<file path="src/rtl/param_fifo_sram.sv">
// Parametrised single-clock FIFO on a register-array SRAM. It has a non-power-of-two depth,
// an occupancy count, threshold flags, sticky overflow/underflow flags and a selectable FWFT read mode.
module param_fifo_sram #(
  parameter int unsigned BITS       = 12,
  parameter int unsigned WORD_DEPTH = 8,
  parameter int unsigned ADDR_WIDTH = 3,
  parameter int unsigned AFULL_TH   = 6,
  parameter int unsigned AEMPTY_TH  = 2,
  parameter bit          FWFT       = 1'b0
) (
  input  logic                  clk,
  input  logic                  rst,
  input  logic                  write,
  input  logic                  read,
  input  logic [BITS-1:0]       data_in,
  input  logic                  clr_flags,
  output logic [BITS-1:0]       data_out,
  output logic                  data_valid,
  output logic                  full,
  output logic                  empty,
  output logic                  almost_full,
  output logic                  almost_empty,
  output logic [ADDR_WIDTH:0]   count,
  output logic                  overflow,
  output logic                  underflow
);

  localparam logic [ADDR_WIDTH-1:0] LastAddr = ADDR_WIDTH'(WORD_DEPTH - 1);
  localparam logic [ADDR_WIDTH:0]   DepthCnt = (ADDR_WIDTH + 1)'(WORD_DEPTH);
  localparam logic [ADDR_WIDTH:0]   AfullCnt = (ADDR_WIDTH + 1)'(AFULL_TH);
  localparam logic [ADDR_WIDTH:0]   AemptyCnt = (ADDR_WIDTH + 1)'(AEMPTY_TH);

  logic [BITS-1:0]       mem [WORD_DEPTH];
  logic [ADDR_WIDTH-1:0] wr_ptr, rd_ptr;
  logic [ADDR_WIDTH:0]   cnt_q, cnt_d;
  logic [BITS-1:0]       dout_q;
  logic                  valid_q;
  logic                  full_q, empty_q, afull_q, aempty_q;
  logic                  ovf_q, unf_q;
  logic                  rd_acc, wr_acc;

  assign rd_acc = read & ~empty_q;
  // A write into a full FIFO is accepted only when a read frees a slot in the same cycle.
  assign wr_acc = write & (~full_q | rd_acc);

  always_comb begin
    cnt_d = cnt_q;
    if (wr_acc && !rd_acc) begin
      cnt_d = cnt_q + 1'b1;
    end else if (rd_acc && !wr_acc) begin
      cnt_d = cnt_q - 1'b1;
    end
  end

  // Memory has no reset; the content is invalidated through the pointers and the count.
  always_ff @(posedge clk) begin
    if (!rst && wr_acc) begin
      mem[wr_ptr] <= data_in;
    end
  end

  always_ff @(posedge clk) begin
    if (rst) begin
      wr_ptr   <= '0;
      rd_ptr   <= '0;
      cnt_q    <= '0;
      dout_q   <= '0;
      valid_q  <= 1'b0;
      full_q   <= 1'b0;
      empty_q  <= 1'b1;
      afull_q  <= (AFULL_TH == 0);
      aempty_q <= 1'b1;
      ovf_q    <= 1'b0;
      unf_q    <= 1'b0;
    end else begin
      if (wr_acc) begin
        wr_ptr <= (wr_ptr == LastAddr) ? '0 : wr_ptr + 1'b1;
      end
      if (rd_acc) begin
        rd_ptr <= (rd_ptr == LastAddr) ? '0 : rd_ptr + 1'b1;
        dout_q <= mem[rd_ptr];
      end
      valid_q  <= rd_acc;
      cnt_q    <= cnt_d;
      full_q   <= (cnt_d == DepthCnt);
      empty_q  <= (cnt_d == '0);
      afull_q  <= (cnt_d >= AfullCnt);
      aempty_q <= (cnt_d <= AemptyCnt);
      ovf_q    <= (write & ~wr_acc) | (ovf_q & ~clr_flags);
      unf_q    <= (read & ~rd_acc) | (unf_q & ~clr_flags);
    end
  end

  // In fall-through mode the head word is presented directly; when empty, the last popped word is held.
  assign data_out     = (FWFT && !empty_q) ? mem[rd_ptr] : dout_q;
  assign data_valid   = FWFT ? ~empty_q : valid_q;
  assign full         = full_q;
  assign empty        = empty_q;
  assign almost_full  = afull_q;
  assign almost_empty = aempty_q;
  assign count        = cnt_q;
  assign overflow     = ovf_q;
  assign underflow    = unf_q;

endmodule

</file>
<file path="config.mk">
export PLATFORM = sky130hd
export DESIGN_NAME = param_fifo_sram
export DESIGN_NICKNAME = d
export VERILOG_FILES = /design/src/rtl/param_fifo_sram.sv
export SDC_FILE = /design/constraint.sdc
export NUM_CORES = 1
export LEC_CHECK = 0
export BUFFER_PORTS_ARGS = -buffer_cell sky130_fd_sc_hd__clkbuf_2
export CAP_MARGIN = 10
export CELL_PAD_IN_SITES_DETAIL_PLACEMENT = 1
export CELL_PAD_IN_SITES_GLOBAL_PLACEMENT = 2
export CORE_ASPECT_RATIO = 2
export CORE_MARGIN = 1.5
export CORE_UTILIZATION = 47
export CTS_CLUSTER_SIZE = 20
export DETAILED_ROUTE_END_ITERATION = 16
export PLACE_DENSITY = 0.93
export SKIP_CTS_REPAIR_TIMING = 1
export SYNTH_ARGS = -nofsm -noshare
export SYNTH_HDL_FRONTEND = slang
export SYNTH_SLANG_ARGS = --single-unit
</file>
<file path="constraint.sdc">
create_clock -name clk -period 5.37 [get_ports clk]
set_clock_uncertainty 0.1 [all_clocks]
set_input_delay 1.074 -clock clk [delete_from_list [all_inputs] [get_ports clk]]
set_output_delay 1.074 -clock clk [all_outputs]
set_load 0.02 [all_outputs]
</file>
==> metrics.md <==
| Metric | Value |
|---|---|
| Comb pwr share | `10.3%` |
| CTS tree | `done` |
| Worst-path maximum fanout | `12` |
| Met2 WL | `around 6 mm` |
| Post-synth top area cell | `edfxtp_1` |
| Placer congestion estimate | `0.7721` |
| Final setup violation count | `0` |
| I/O Buffers | `39` |
| GRT Util Overall | `21.64%` |
| Critical path data arrival time | `2.92 ns` |
| Final worst path period share | `55.76%` |
| Inserted Diodes | `0` |
| # IOs | `40` |
| Distinct cell type count after synthesis | `40` |
| Number of global-route vias before repair | `around 2.9k` |
| Routed WL | `~11 mm` |
| Grt ovf | `0` |
| Antenna viol nets, final | `0` |
| Endpoints failing hold | `0` |
| Clk root buf | `clkbuf_16` |
| Total power draw | `approximately 0.0026 W` |
| Max-Cap Viols | `0` |
| Leakage Power | `roughly 2.0 nW` |
| Tightest Pin Transition | `1.217 ns` |
| CP max stage delay | `0.93 ns` |
| H-tree levels | `4` |
| Largest net degree at the start of global routing | `30` |
| Clk buf depth | `2` |
| Initial antenna violation count | `0` |
| Total CTS buffers | `17` |
| Rel. slew slack | `a little under a fifth` |
| Cell depth of the worst hold path | `2` |
| Core Box Area | `10,080 um2` |
| Internal power | `0.002033 W` |
| Worst-Skew Late Latency | `0.41 ns` |
| Most common cell after layout, fill and taps aside | `edfxtp_1` |
| Vias | `around 2.6k` |
| Max-slew violations | `0` |
| Reg2reg path depth | `4` |
| Die H | `roughly 150 um` |
| Share of layout cells above drive strength 1 | `31.95%` |
| Crit. End Element | `flop` |
| DRC errors left | `0` |
| Top routing layer used | `met4` |
| Critical Path Source Type | `primary input` |
| Initial core utilization | `48.18%` |
| First-pass GRT wire length | `16.55 mm` |
| 1st-pass router iterations | `4` |
| CP required | `5.29 ns` |
| Clock Power Share | `a little under half` |
| Reg power frac | `43.0%` |
| Die Area | `10,990 um2` |
| Crit-path slowest cell | `nor2_1` |
| Post-synthesis cell area | `4858 um2` |
| Cells after Synth | `280` |
| Fmax | `0.3339 GHz` |
| Worst Setup Path Type | `in -> reg` |
| Yosys reg bits | `125` |
| Ys async rst share | `0%` |
| Highest-count cells in the layout ignoring fill and taps | `96 x edfxtp_1, 39 x clkbuf_2, 28 x dfxtp_1` |
| Power per Cell Area | `454.8 nW/um2` |
| CP cell instances | `clkbuf_2 > nand2b_4 > a21o_1 > or3_4 > nor2_1` |
| EDFF count, synth | `96` |
| WHS Endpoint | `overflow` |
| Synth warn | `0` |
| Top FF cell, synth | `edfxtp_1` |
| 1st-iter DRT viols | `117` |
| Row count | `52` |
| R2R Setup Slk | `2.73 ns` |
| Nets | `348` |
| Share of the synthesized area in the top cell type | `59.34%` |
| Clock Sinks | `125` |
| Die width | `74.89 um` |
| Wirelength per Cell | `approximately 23 um` |
| RSZ-0062 raised after global routing | `no` |
| Final min period | `2.994 ns` |
| Metal3 WL | `387 um` |
| Post-Syn Area per Cell | `17.35 um2` |
| R2R Path End | `mem[4][10]` |
| Synthesized Nets | `303` |
| Hold path startpoint | `overflow` |
| Seq/Total Area, Yosys | `71.29%` |
| NetSw | `0.0006043 W` |
| Setup TNS | `0 ns` |
| Clock slew at reported path FFs | `0.05 ns` |
| Worst r2r src | `empty` |
| Worst min-delay path class | `reg -> reg` |
| Sw Share | `a little under a quarter` |
| HPWL Detailed | `7.073 mm` |
| Area delta synth->final | `19.37%` |
| Top cells by area, synth | `edfxtp_1 59%, dfxtp_1 12%, mux4_2 11%` |
| Outcome | `finished, final reports clean` |
| WL met1 | `3.982 mm` |
| Max VDD drop | `approximately 0.32 mV` |
| Via-to-Cell Ratio | `5.501` |
-- power by group through the flow --
stage / clock network [W] / logic (W) / registers, W
finish: 0.00123 / 0.000271 / 0.00113
global route: 0.00129 / 0.000297 / 0.00114
floorplan: 0 / 0.000175 / 0.00116
global placement: 0 / 0.000264 / 0.00115
CTS: 0.00125 / 0.000276 / 0.00114
detailed placement: 0 / 0.000273 / 0.00115
-- cell families (layout without fill, tap and decap cells) --
kind of cell,count (synthesis),count (layout),share of synthesized area [%]
adder cells (fa/ha/maj),6,6,1.545
multiplexers,40,40,14.55
AO/OA/AOI/OAI,41,41,5.151
buffers and inverters,19,77,2.009
flip-flops,125,125,71.29
AND/OR/NAND/NOR,47,47,5.099
XOR/XNOR,2,2,0.3606
-- sequential cells by signal, summed over array words and instances (netlist names) --
signal,flops
mem,96
data_out,12
count,4
rd_ptr,3
wr_ptr,3
almost_empty,1
almost_full,1
data_valid,1
empty,1
full,1
overflow,1
underflow,1
-- layout make-up --
class / count / area (um2)
Multi-Input combinational cell: 136 / 1305
Tap cell: 135 / 168.9
Inverter: 5 / 18.77
Clock buffer: 20 / 446.7
Timing Repair Buffer: 40 / 202.7
Clock inverter: 12 / 192.7
Fill cell: 922 / 4285
Sequential cell: 125 / 3465
-- worst max-delay path: cells and delay by family --
kind                   cells  cell delay (ns)
AND/OR/NAND/NOR            3             1.42
AO/OA/AOI/OAI              1             0.27
buffers and inverters      1             0.13
-- synth_stat cells, drive strengths merged, types with 2 or more instances --
master,n
a211oi,3
and2,2
mux2i,14
inv,5
nand2,7
nand3,2
dfxtp,29
mux4,24
nand2b,3
a21oi,18
buf,8
o21ai,13
nor2,20
mux2,2
clkbuf,6
xnor2,2
nor3,5
nor2b,3
ha,6
edfxtp,96
a21o,2
-- through the flow --
step                      cell area, um2  utilization, %  hold WS [ns]  instances  setup slack (ns)
after global routing                5799           57.51        0.4510        473             2.283
after floorplan                     4858               -        0.4271        280             2.318
after global placement              5160           51.17        0.4014        441             2.188
after CTS                           5799           57.51        0.4286        473             2.340
final                               5799           57.51        0.4109        473             2.376
after detailed placement            5160           51.17        0.4133        441             1.966
-- worst max path at each step --
stage	start	end	depth (start not counted)
floorplan	read	mem[1][0]	6
global placement	read	mem[4][0]	5
detailed placement	read	mem[4][5]	5
CTS	read	mem[6][8]	5
global route	read	mem[6][8]	5
finish	read	mem[4][10]	5
-- per-layer routing --
layer / GRT usage, % / vias to the layer above
met5: 0 / -
met4: 8.273 / 0
met3: 5.213 / 15
met2: 37.48 / 72
met1: 25.08 / 1330
li1: - / 1185
Power figures use the tool's default switching activity.
